===== src/rtl/imem_pkg.sv =====
// rtl/imem_pkg.sv - shared widths and loader state encoding (optional checksum: IMEM_LOADER_CHECKSUM_EN)
package imem_pkg;

    localparam int INST_WIDTH = 32;
    localparam int LEN_WIDTH  = 16;

`ifdef IMEM_LOADER_CHECKSUM_EN
    typedef enum logic [2:0] {
        ST_IDLE, ST_LEN_LO, ST_LEN_HI, ST_DATA, ST_CSUM, ST_DONE, ST_ERR
    } loader_state_e;
`else
    typedef enum logic [2:0] {
        ST_IDLE, ST_LEN_LO, ST_LEN_HI, ST_DATA, ST_DONE, ST_ERR
    } loader_state_e;
`endif

endpackage


===== src/rtl/imem_loader_if.sv =====
// rtl/imem_loader_if.sv - byte stream and instruction memory write port bundle
interface imem_loader_if
    import imem_pkg::*;
#(
    parameter int MEM_SIZE = 1024
);
    localparam int AW = (MEM_SIZE > 1) ? $clog2(MEM_SIZE) : 1;

    logic [7:0]            i_byte;
    logic                  i_byte_valid;
    logic                  o_byte_ready;
    logic                  o_we;
    logic [AW-1:0]         o_waddr;
    logic [INST_WIDTH-1:0] o_wdata;

    // host / byte source side
    modport master (
        output i_byte, i_byte_valid,
        input  o_byte_ready, o_we, o_waddr, o_wdata
    );

    // loader side
    modport slave (
        input  i_byte, i_byte_valid,
        output o_byte_ready, o_we, o_waddr, o_wdata
    );
endinterface


===== src/rtl/imem_word_assembler.sv =====
// rtl/imem_word_assembler.sv - packs four accepted bytes little-endian into one instruction word
module imem_word_assembler
    import imem_pkg::*;
(
    input  logic                  i_clk,
    input  logic                  i_rst_n,
    input  logic                  i_clear,
    input  logic [7:0]            i_byte,
    input  logic                  i_accept,
    output logic [INST_WIDTH-1:0] o_word,
    output logic                  o_word_done
);

    logic [1:0]  r_cnt;
    logic [23:0] r_bytes;

    // The 4th byte is not stored: it is forwarded straight into the completed word.
    assign o_word      = {i_byte, r_bytes};
    assign o_word_done = i_accept && (r_cnt == 2'd3);

    // Byte counter and placement of bytes 0..2 into their lanes.
    always_ff @(posedge i_clk or negedge i_rst_n) begin
        if (!i_rst_n) begin
            r_cnt   <= 2'd0;
            r_bytes <= 24'd0;
        end else if (i_clear) begin
            r_cnt   <= 2'd0;
            r_bytes <= 24'd0;
        end else if (i_accept) begin
            r_cnt <= r_cnt + 2'd1;
            case (r_cnt)
                2'd0:    r_bytes[7:0]   <= i_byte;
                2'd1:    r_bytes[15:8]  <= i_byte;
                2'd2:    r_bytes[23:16] <= i_byte;
                default: r_bytes        <= r_bytes;
            endcase
        end
    end

endmodule


===== src/rtl/imem_loader.sv =====
// rtl/imem_loader.sv - boot-time instruction memory loader (optional checksum: IMEM_LOADER_CHECKSUM_EN)
module imem_loader
    import imem_pkg::*;
#(
    parameter int MEM_SIZE      = 1024,
    parameter bit HOLD_ON_RESET = 1'b1
) (
    input  logic         i_clk,
    input  logic         i_rst_n,
    input  logic         i_start,
    imem_loader_if.slave bus,
    output logic         o_cpu_hold,
    output logic         o_busy,
    output logic         o_done,
    output logic         o_err
);

    localparam int AW = (MEM_SIZE > 1) ? $clog2(MEM_SIZE) : 1;

    loader_state_e         r_state;
    logic                  r_we;
    logic [AW-1:0]         r_waddr;
    logic [INST_WIDTH-1:0] r_wdata;
    logic [AW-1:0]         r_idx;
    logic [LEN_WIDTH-1:0]  r_len;
    logic                  r_last;
`ifdef IMEM_LOADER_CHECKSUM_EN
    logic [7:0]            r_csum;
`endif

    logic                  w_ready;
    logic                  w_accept;
    logic [LEN_WIDTH-1:0]  w_len;
    logic [INST_WIDTH-1:0] w_word;
    logic                  w_word_done;
    logic                  w_start;

    assign w_accept = bus.i_byte_valid && w_ready;
    assign w_len    = {bus.i_byte, r_len[7:0]};
    assign w_start  = i_start && ((r_state == ST_IDLE) || (r_state == ST_DONE) || (r_state == ST_ERR));

    assign bus.o_byte_ready = w_ready;
    assign bus.o_we         = r_we;
    assign bus.o_waddr      = r_waddr;
    assign bus.o_wdata      = r_wdata;

    // Byte intake is open in the header/data/checksum states, closed during a write cycle.
    always_comb begin
        w_ready = 1'b0;
        case (r_state)
            ST_LEN_LO, ST_LEN_HI, ST_DATA: w_ready = !r_we;
`ifdef IMEM_LOADER_CHECKSUM_EN
            ST_CSUM:                       w_ready = !r_we;
`endif
            default:                       w_ready = 1'b0;
        endcase
    end

    imem_word_assembler u_asm (
        .i_clk       (i_clk),
        .i_rst_n     (i_rst_n),
        .i_clear     (w_start),
        .i_byte      (bus.i_byte),
        .i_accept    (w_accept && (r_state == ST_DATA)),
        .o_word      (w_word),
        .o_word_done (w_word_done)
    );

    // Load sequencer: header decode, word writes, completion and CPU hold control.
    always_ff @(posedge i_clk or negedge i_rst_n) begin
        if (!i_rst_n) begin
            r_state    <= ST_IDLE;
            r_we       <= 1'b0;
            r_waddr    <= '0;
            r_wdata    <= '0;
            r_idx      <= '0;
            r_len      <= '0;
            r_last     <= 1'b0;
            o_cpu_hold <= HOLD_ON_RESET;
            o_busy     <= 1'b0;
            o_done     <= 1'b0;
            o_err      <= 1'b0;
`ifdef IMEM_LOADER_CHECKSUM_EN
            r_csum     <= 8'd0;
`endif
        end else begin
            r_we <= 1'b0;
`ifdef IMEM_LOADER_CHECKSUM_EN
            if (w_accept && (r_state != ST_CSUM))
                r_csum <= r_csum ^ bus.i_byte;
`endif
            case (r_state)
                ST_IDLE, ST_DONE, ST_ERR: begin
                    if (w_start) begin
                        r_state    <= ST_LEN_LO;
                        r_idx      <= '0;
                        r_len      <= '0;
                        r_last     <= 1'b0;
                        o_cpu_hold <= 1'b1;
                        o_busy     <= 1'b1;
                        o_done     <= 1'b0;
                        o_err      <= 1'b0;
`ifdef IMEM_LOADER_CHECKSUM_EN
                        r_csum     <= 8'd0;
`endif
                    end
                end
                ST_LEN_LO: begin
                    if (w_accept) begin
                        r_len[7:0] <= bus.i_byte;
                        r_state    <= ST_LEN_HI;
                    end
                end
                ST_LEN_HI: begin
                    if (w_accept) begin
                        r_len <= w_len;
                        if (w_len == '0) begin
`ifdef IMEM_LOADER_CHECKSUM_EN
                            r_state    <= ST_CSUM;
`else
                            r_state    <= ST_DONE;
                            o_cpu_hold <= 1'b0;
                            o_busy     <= 1'b0;
                            o_done     <= 1'b1;
`endif
                        end else if (32'(w_len) > 32'(MEM_SIZE)) begin
                            r_state <= ST_ERR;
                            o_busy  <= 1'b0;
                            o_err   <= 1'b1;
                        end else begin
                            r_state <= ST_DATA;
                        end
                    end
                end
                ST_DATA: begin
                    if (w_word_done) begin
                        r_we    <= 1'b1;
                        r_waddr <= r_idx;
                        r_wdata <= w_word;
                        r_idx   <= r_idx + 1'b1;
                        r_last  <= (32'(r_idx) == 32'(r_len) - 32'd1);
                    end
                    // Leave only once the final word's write strobe has been issued.
                    if (r_we && r_last) begin
`ifdef IMEM_LOADER_CHECKSUM_EN
                        r_state    <= ST_CSUM;
`else
                        r_state    <= ST_DONE;
                        o_cpu_hold <= 1'b0;
                        o_busy     <= 1'b0;
                        o_done     <= 1'b1;
`endif
                    end
                end
`ifdef IMEM_LOADER_CHECKSUM_EN
                ST_CSUM: begin
                    if (w_accept) begin
                        o_busy <= 1'b0;
                        if (bus.i_byte == r_csum) begin
                            r_state    <= ST_DONE;
                            o_cpu_hold <= 1'b0;
                            o_done     <= 1'b1;
                        end else begin
                            r_state <= ST_ERR;
                            o_err   <= 1'b1;
                        end
                    end
                end
`endif
                default: r_state <= ST_IDLE;
            endcase
        end
    end

endmodule


===== src/flat_wrapper.sv =====
// flat-port wrapper written by rule: the top's interface ports become plain ports
module imem_loader_flat import imem_pkg::*;
#(
    parameter int MEM_SIZE      = 1024,
    parameter bit HOLD_ON_RESET = 1'b1
)
  (i_clk, i_rst_n, i_start, o_cpu_hold, o_busy, o_done, o_err, bus_i_byte, bus_i_byte_valid, bus_o_byte_ready, bus_o_we, bus_o_waddr, bus_o_wdata);
  imem_loader_if #(.MEM_SIZE(MEM_SIZE)) bus_i ();
  input  logic i_clk;
  input  logic i_rst_n;
  input  logic i_start;
  output logic o_cpu_hold;
  output logic o_busy;
  output logic o_done;
  output logic o_err;
  input wire logic [$bits(bus_i.i_byte)-1:0] bus_i_byte;
  input wire logic [$bits(bus_i.i_byte_valid)-1:0] bus_i_byte_valid;
  output wire logic [$bits(bus_i.o_byte_ready)-1:0] bus_o_byte_ready;
  output wire logic [$bits(bus_i.o_we)-1:0] bus_o_we;
  output wire logic [$bits(bus_i.o_waddr)-1:0] bus_o_waddr;
  output wire logic [$bits(bus_i.o_wdata)-1:0] bus_o_wdata;
  assign bus_i.i_byte = bus_i_byte;
  assign bus_i.i_byte_valid = bus_i_byte_valid;
  assign bus_o_byte_ready = bus_i.o_byte_ready;
  assign bus_o_we = bus_i.o_we;
  assign bus_o_waddr = bus_i.o_waddr;
  assign bus_o_wdata = bus_i.o_wdata;
  imem_loader #(.MEM_SIZE(MEM_SIZE), .HOLD_ON_RESET(HOLD_ON_RESET)) u_core (.i_clk(i_clk), .i_rst_n(i_rst_n), .i_start(i_start), .bus(bus_i), .o_cpu_hold(o_cpu_hold), .o_busy(o_busy), .o_done(o_done), .o_err(o_err));
endmodule

===== config.mk =====
export PLATFORM = sky130hd
export DESIGN_NAME = imem_loader_flat
export DESIGN_NICKNAME = d
export VERILOG_FILES = /design/src/rtl/imem_pkg.sv /design/src/rtl/imem_loader_if.sv /design/src/rtl/imem_word_assembler.sv /design/src/rtl/imem_loader.sv /design/src/flat_wrapper.sv
export SDC_FILE = /design/constraint.sdc
export NUM_CORES = 1
export LEC_CHECK = 0
export BUFFER_PORTS_ARGS = -buffer_cell sky130_fd_sc_hd__buf_2
export CELL_PAD_IN_SITES_DETAIL_PLACEMENT = 1
export CELL_PAD_IN_SITES_GLOBAL_PLACEMENT = 1
export CORE_AREA = 2 2 104 106
export CTS_CLUSTER_DIAMETER = 200
export DETAILED_ROUTE_END_ITERATION = 7
export DIE_AREA = 0 0 106 108
export GPL_TIMING_DRIVEN = 0
export PLACE_DENSITY_LB_ADDON = 0.3
export SYNTH_ARGS = -nofsm -noshare
export SYNTH_HDL_FRONTEND = slang
export SYNTH_SLANG_ARGS = --single-unit

===== constraint.sdc =====
create_clock -name i_clk -period 5.95 [get_ports i_clk]
set_input_delay 0.2975 -clock i_clk [delete_from_list [all_inputs] [get_ports i_clk]]
set_output_delay 0.2975 -clock i_clk [all_outputs]
set_load 0.03 [all_outputs]

Word-level counts from Yosys, hierarchy flattened
Cells that the tools add are included.
{"block": "totals", "reg_bits": 103, "input_bits": 12, "elab_cells": 116, "out_inout_bits": 48}
{"block": "classes", "reduce_logical": 32, "bitwise_logic": 1, "n_eq_ne": 18, "n_mux": 45, "add_sub_neg": 3, "order_cmp": 1}
{"op": "$mux W24", "count": 2}
{"op": "$eq A10 B32 Y1", "count": 1}
{"op": "$mux W16", "count": 2}
{"op": "$mux W8", "count": 4}
{"op": "$pmux W8 S3", "count": 1}
{"op": "$mux W10", "count": 2}
{"op": "$pmux W10 S2", "count": 1}
{"op": "$mux W1", "count": 18}
{"op": "$mux W3", "count": 6}
{"op": "$sub A16 B1 Y17 const B", "count": 1}
{"op": "$gt A16 B11 Y1 const B", "count": 1}
{"op": "$logic_not A16 Y1", "count": 1}
{"op": "$pmux W8 S2", "count": 1}
{"op": "$reduce_and A5 Y1", "count": 3}
{"op": "$reduce_bool A2 Y1", "count": 7}
{"op": "$pmux W3 S4", "count": 1}
{"op": "$add A10 B1 Y10 const B", "count": 1}
{"op": "$pmux W1 S3", "count": 3}
{"op": "$ne A2 B1 Y1 const B", "count": 4}
{"op": "$ne A2 B2 Y1 const B", "count": 4}
{"op": "$reduce_and A2 Y1", "count": 4}
{"op": "$reduce_and A4 Y1", "count": 2}
{"op": "$eq A3 B2 Y1 const B", "count": 2}
{"op": "$eq A3 B3 Y1 const B", "count": 2}
{"op": "other kinds (16)", "count": 26}

Depth between registers and ports, before layout
{"block": "depth", "word_depth": 8, "ltp_mapped": 9, "mapped_depth_nobuf": 8}

Cells and area by module
From an unflattened synthesis, not the netlist that was laid out.
{"block": "unflattened", "hier_cells": 519, "hier_area_um2": 4916.0}
{"module": "imem_loader", "instances": 1, "area_per_inst_um2": 3613.5, "cells_each": 409, "seq_area_each_um2": 1928.1}
{"module": "imem_word_assembler", "instances": 1, "area_per_inst_um2": 1302.5, "cells_each": 110, "seq_area_each_um2": 650.6}

Least setup slack after synthesis
No wires, ideal clock.
{"block": "synth_timing", "path_kind": "reg2reg", "start": "register u_core.r_we (netlist: u_core.bus.o_we)", "end": "register u_core.u_asm.r_bytes[14]", "arrival_time_ns": 2.167, "path_buffers": 2, "path_stages_with_launch": 7, "synth_period_minus_slack_ns": 2.245, "required_ns": 5.872, "slack_ns": 3.705, "setup_ns": 0.078, "cell_sequence": "dfrtp_1 -> nor3_1 -> and4_1 -> buf_2 -> buf_2 -> nand3_1 -> a21oi_1"}
{"block": "synth_via", "elab_chain_len": 6}
{"element": "start: declaration", "line_no": "imem_loader.sv:21", "text": "logic r_we;"}
{"element": "start signal: assignment", "line_no": "imem_loader.sv:73", "text": "r_we <= 1'b0;"}
{"element": "start signal: assignment", "line_no": "imem_loader.sv:87", "text": "r_we <= 1'b0;"}
{"element": "start signal: assignment", "line_no": "imem_loader.sv:137", "text": "r_we <= 1'b1;"}
{"element": "$logic_not A1 Y1", "line_no": "imem_loader.sv:51", "text": "ST_LEN_LO, ST_LEN_HI, ST_DATA: w_ready = !r_we;"}
{"element": "$mux W1", "line_no": "imem_loader.sv:50", "text": "case (r_state)"}
{"element": "via bus_o_byte_ready", "line_no": "flat_wrapper.sv:18", "text": "output wire logic [$bits(bus_i.o_byte_ready)-1:0] bus_o_byte_ready;"}
{"element": "$logic_and A1 B1 Y1", "line_no": "imem_loader.sv:38", "text": "assign w_accept = bus.i_byte_valid && w_ready;"}
{"element": "$logic_and A1 B1 Y1", "line_no": "imem_loader.sv:64", "text": ".i_accept (w_accept && (r_state == ST_DATA)),"}
{"element": "$reduce_bool A2 Y1 (no line)"}
{"element": "$reduce_and A2 Y1 (no line)"}
{"element": "end signal: assignment", "line_no": "imem_word_assembler.sv:33", "text": "2'd1: r_bytes[15:8] <= i_byte;"}
{"element": "end signal: assignment", "line_no": "imem_word_assembler.sv:35", "text": "default: r_bytes <= r_bytes;"}
{"element": "end: declaration", "line_no": "imem_word_assembler.sv:15", "text": "logic [23:0] r_bytes;"}
The timed path passes the listed nets, and every way through them passes these cells.
A chain may end at the register's enable or synchronous reset.

Final worst setup path
{"block": "layout_timing", "start": "register u_core.r_len[0]", "end": "register u_core.r_last"}
{"block": "layout_via", "elab_chain_len": 4}
{"element": "start: declaration", "line_no": "imem_loader.sv:25", "text": "logic [LEN_WIDTH-1:0] r_len;"}
{"element": "start signal: assignment", "line_no": "imem_loader.sv:110", "text": "r_len[7:0] <= bus.i_byte;"}
{"element": "start signal: assignment", "line_no": "imem_loader.sv:116", "text": "r_len <= w_len;"}
{"element": "$sub A16 B1 Y17", "line_no": "imem_loader.sv:141", "text": "r_last <= (32'(r_idx) == 32'(r_len) - 32'd1);"}
{"element": "$eq A10 B32 Y1", "line_no": "imem_loader.sv:141"}
{"element": "$mux W1", "line_no": "imem_loader.sv:136", "text": "if (w_word_done) begin"}
{"element": "$pmux W1 S2", "line_no": "imem_loader.sv:92", "text": "case (r_state)"}
{"element": "end signal: assignment", "line_no": "imem_loader.sv:141"}
{"element": "end: declaration", "line_no": "imem_loader.sv:26", "text": "logic r_last;"}
No other way between the ends. The select of a mux whose other input is x is not followed.

==> summary.md <==
| Metric | Value |
|---|---|
| Pwr dens | 373 nW/µm² |
| Syn nets | 545 |
| Yosys cell types | 52 |
| Dpl hpwl | 9300 µm |
| Initial DRT Pass Iterations | 4 |
| Global Route Usage Sum | 24.8% |
| Total chip power | 2.04 mW |
| H-tree depth | 3 |
| Setup skew after layout | 11.3 ps |
| Outcome | completed |
| Unrepaired setup endpoints after global routing | no |
| DR vias | 4010 |
| Synth area leader | dfrtp_1 |
| Number of buffers created by CTS | 9 |
| Vias in the first global route | 4190 |
| Max Clk Rate | 0.402 GHz |
| YS warnings | 0 |
| Max Cap Viol | 0 |
| Max Root-Sink Buffers | 2 |
| Core Area | 10200 µm² |
| Initial antenna violation count | 0 |
| Final setup viols | 0 |
| Final core utilization | 53.5% |
| Max FO, Critical Path | 6 |
| Most frequent cells in the layout | 179 x nand2_1, 102 x dfrtp_1, 65 x buf_2 |
| GRT Residual Overflow | 0 |
| Worst vdd ir | 0.266 mV |
| Post-CTS sizing | 0 |
| Gp weighted congestion | 0.841 |
| Diodes inserted | 0 |
| Slew Viols, Final | 0 |
| Critical path class | reg2reg |
| Worst r2r src | u_core.r_len[0]$_DFFE_PN0P_ |
| Worst Hold End | u_core.r_state[2]$_DFFE_PN0P_ |
| Final hold violations | 0 |
| Starting Density | 46.5% |
| CTS sink cnt | 103 |
| Worst hold path startpoint | i_start |
| Non-filler instance count after layout | 738 |
| Largest net degree at the start of global routing | 60 |
| Port bufs | 58 |
| Mapped Area | 4760 µm² |
| FF-to-FF path depth | 8 |
| Die W | 106 µm |
| Minimum clock period | 2480 ps |
| Hold Crit Class | in2reg |
| Setup TNS | 0 ps |
| Worst EP arrival | 2790 ps |
| Post-route DRC | 0 |
| Clock tree root driver cell | clkbuf_8 |
| Top_reg_cell synth | dfrtp_1 |
| Worst-margin pin slew | 916 ps |
| R2r setup slk | 3470 ps |
| Setup crit end kind | flop |
| Leak | 2.76 nW |
| R2r endpoint | u_core.r_last$_DFFE_PN0P_ |
| Initial DRC Count | 145 |
| Dpl cell area | 5250 µm² |
| Fraction of layout cells with a size suffix above 1 | 16.1% |
| Hold depth | 2 |
| Final antenna-violating net count | 0 |
| CTS tree | yes |
| WP data required | 6260 ps |
| Register area share after synthesis | 54.2% |
| Commonest non-fill, non-tap cell in the layout | nand2_1 |
| Async SR Flop Fraction | 100% |
| Number of synthesized flops with an enable pin | 0 |
| Clk_lat worst skew | 370 ps |
| Final nets | 616 |
| Worst rel slew slack | 38.5% |
| Die area | 11400 µm² |
| Crit start category | flop |
| Area growth, synth to finish | 15.1% |
| Die H | 108 µm |
| Placed insts | 721 |
| Final period utilization | 41.8% |
| Register bit total from synthesis | 103 |
| Wire per inst | 17.9 µm |
| FP Rows | 37 |
| Clock Pin Slew Worst Setup and Hold Paths | 110 ps |
| Final instance area | 5480 µm² |
| First-pass GRT wire length | 21900 µm |
| Top post-synthesis cells by area | dfrtp_1 54%, nand2_1 14%, nand3_1 3.5% |
| Via/cell ratio | 5.43 |
| Post-Synthesis Cells | 526 |
| I/O Pins | 60 |
| Top cell type's share of synthesized area | 53.7% |
| Mapped Avg Cell Area | 9.04 µm² |
| WL final | 13200 µm |
==> registers in the layout, indices dropped and copies added, names as in the netlist <==
signal                cells
u_core.o_done             1
u_core.r_len             16
u_core.bus.o_wdata       32
u_core.r_last             1
u_core.o_cpu_hold         1
u_core.o_err              1
u_core.u_asm.r_bytes     24
u_core.bus.o_we           1
u_core.u_asm.r_cnt        2
u_core.r_state            3
u_core.bus.o_waddr       10
u_core.o_busy             1
u_core.r_idx             10
==> worst max-delay path, cell delays in order (launching register included) <==
cell and delay, ps:
dfrtp_1 470, inv_1 110, ha_1 220, nor3b_1 560, nand2_1 110, o41ai_1 340, nand4_1 170, nor4_2 280
a22o_1 170
==> cell type report <==
class / instances / area (µm²)
Clock buffer: 10 / 128
Inverter: 7 / 26.3
Timing Repair Buffer: 60 / 330
Multi-Input combinational cell: 388 / 2020
Tap cell: 136 / 170
Clock inverter: 6 / 92.6
Sequential cell: 103 / 2580
Fill cell: 1252 / 4750
Buffer: 28 / 134
==> what timing repair did <==
| action | 4_1_cts | 5_1_grt |
|---|---|---|
| endpoints found under the hold margin | 44 | 0 |
| hold buffers | 1 | 0 |
| buffers inserted | 0 | 0 |
| endpoints found under the setup margin | 0 | 0 |
==> worst max-delay path by stage <==
stage | start | cells after the start | to
6_report | u_core.r_len[0]$_DFFE_PN0P_ | 8 | u_core.r_last$_DFFE_PN0P_
5_1_grt | u_core.r_len[0]$_DFFE_PN0P_ | 8 | u_core.r_last$_DFFE_PN0P_
4_1_cts | u_core.r_len[0]$_DFFE_PN0P_ | 8 | u_core.r_last$_DFFE_PN0P_
3_5_place_dp | u_core.r_len[0]$_DFFE_PN0P_ | 8 | u_core.r_last$_DFFE_PN0P_
3_3_place_gp | i_rst_n | 1 | u_core.bus.o_wdata[11]$_DFFE_PN0P_
2_1_floorplan | u_core.bus.o_we$_DFF_PN0_ | 6 | u_core.u_asm.r_bytes[14]$_DFFE_PN0P_
==> kinds of logic (layout without fill, tap and decap cells) <==
family,Yosys count,count (layout),share of synthesized area (%)
muxes,2,2,0.421
xor gates and xnor gates,24,24,4.42
DFF,103,103,54.2
adders and majority gates,8,8,2.05
AOI/OAI and AO/OA,72,72,9.52
buffers and inverters,35,111,3.37
and+or+nand+nor,282,282,26.0
==> power by group <==
group / leakage, nW / switching (mW) / internal [mW] / total (mW)
registers: 1.41 / 0.0936 / 0.784 / 0.878
clock network: 0.109 / 0.253 / 0.241 / 0.494
logic: 1.24 / 0.431 / 0.240 / 0.672
==> metal layers <==
| metal | routed length, µm | GRT usage, % | up-vias |
|---|---|---|---|
| li1 | - | - | 1888 |
| met1 | 5980 | 33.9 | 2016 |
| met2 | 6480 | 41.1 | 84 |
| met3 | 465 | 2.77 | 22 |
| met4 | 318 | 9.12 | 0 |
| met5 | 0 | 0 | - |
==> cells in the mapped netlist (7+ instances only) <==
library cell	n
a21oi_1	29
a22o_1	8
buf_2	8
clkbuf_1	17
dfrtp_1	102
ha_1	7
inv_1	7
nand2_1	179
nand3_1	33
nor2_1	26
nor3_1	8
o21ai_0	14
xnor2_1	10
xor2_1	14
==> through the flow <==
step	worst slack, ps	hold slack [ps]
after floorplan	3700	1.91
after global placement	3490	454
after detailed placement	3510	342
after CTS	3490	138
after global routing	3180	150
final	3470	147
No activity file was read; power rests on OpenSTA's default activity.
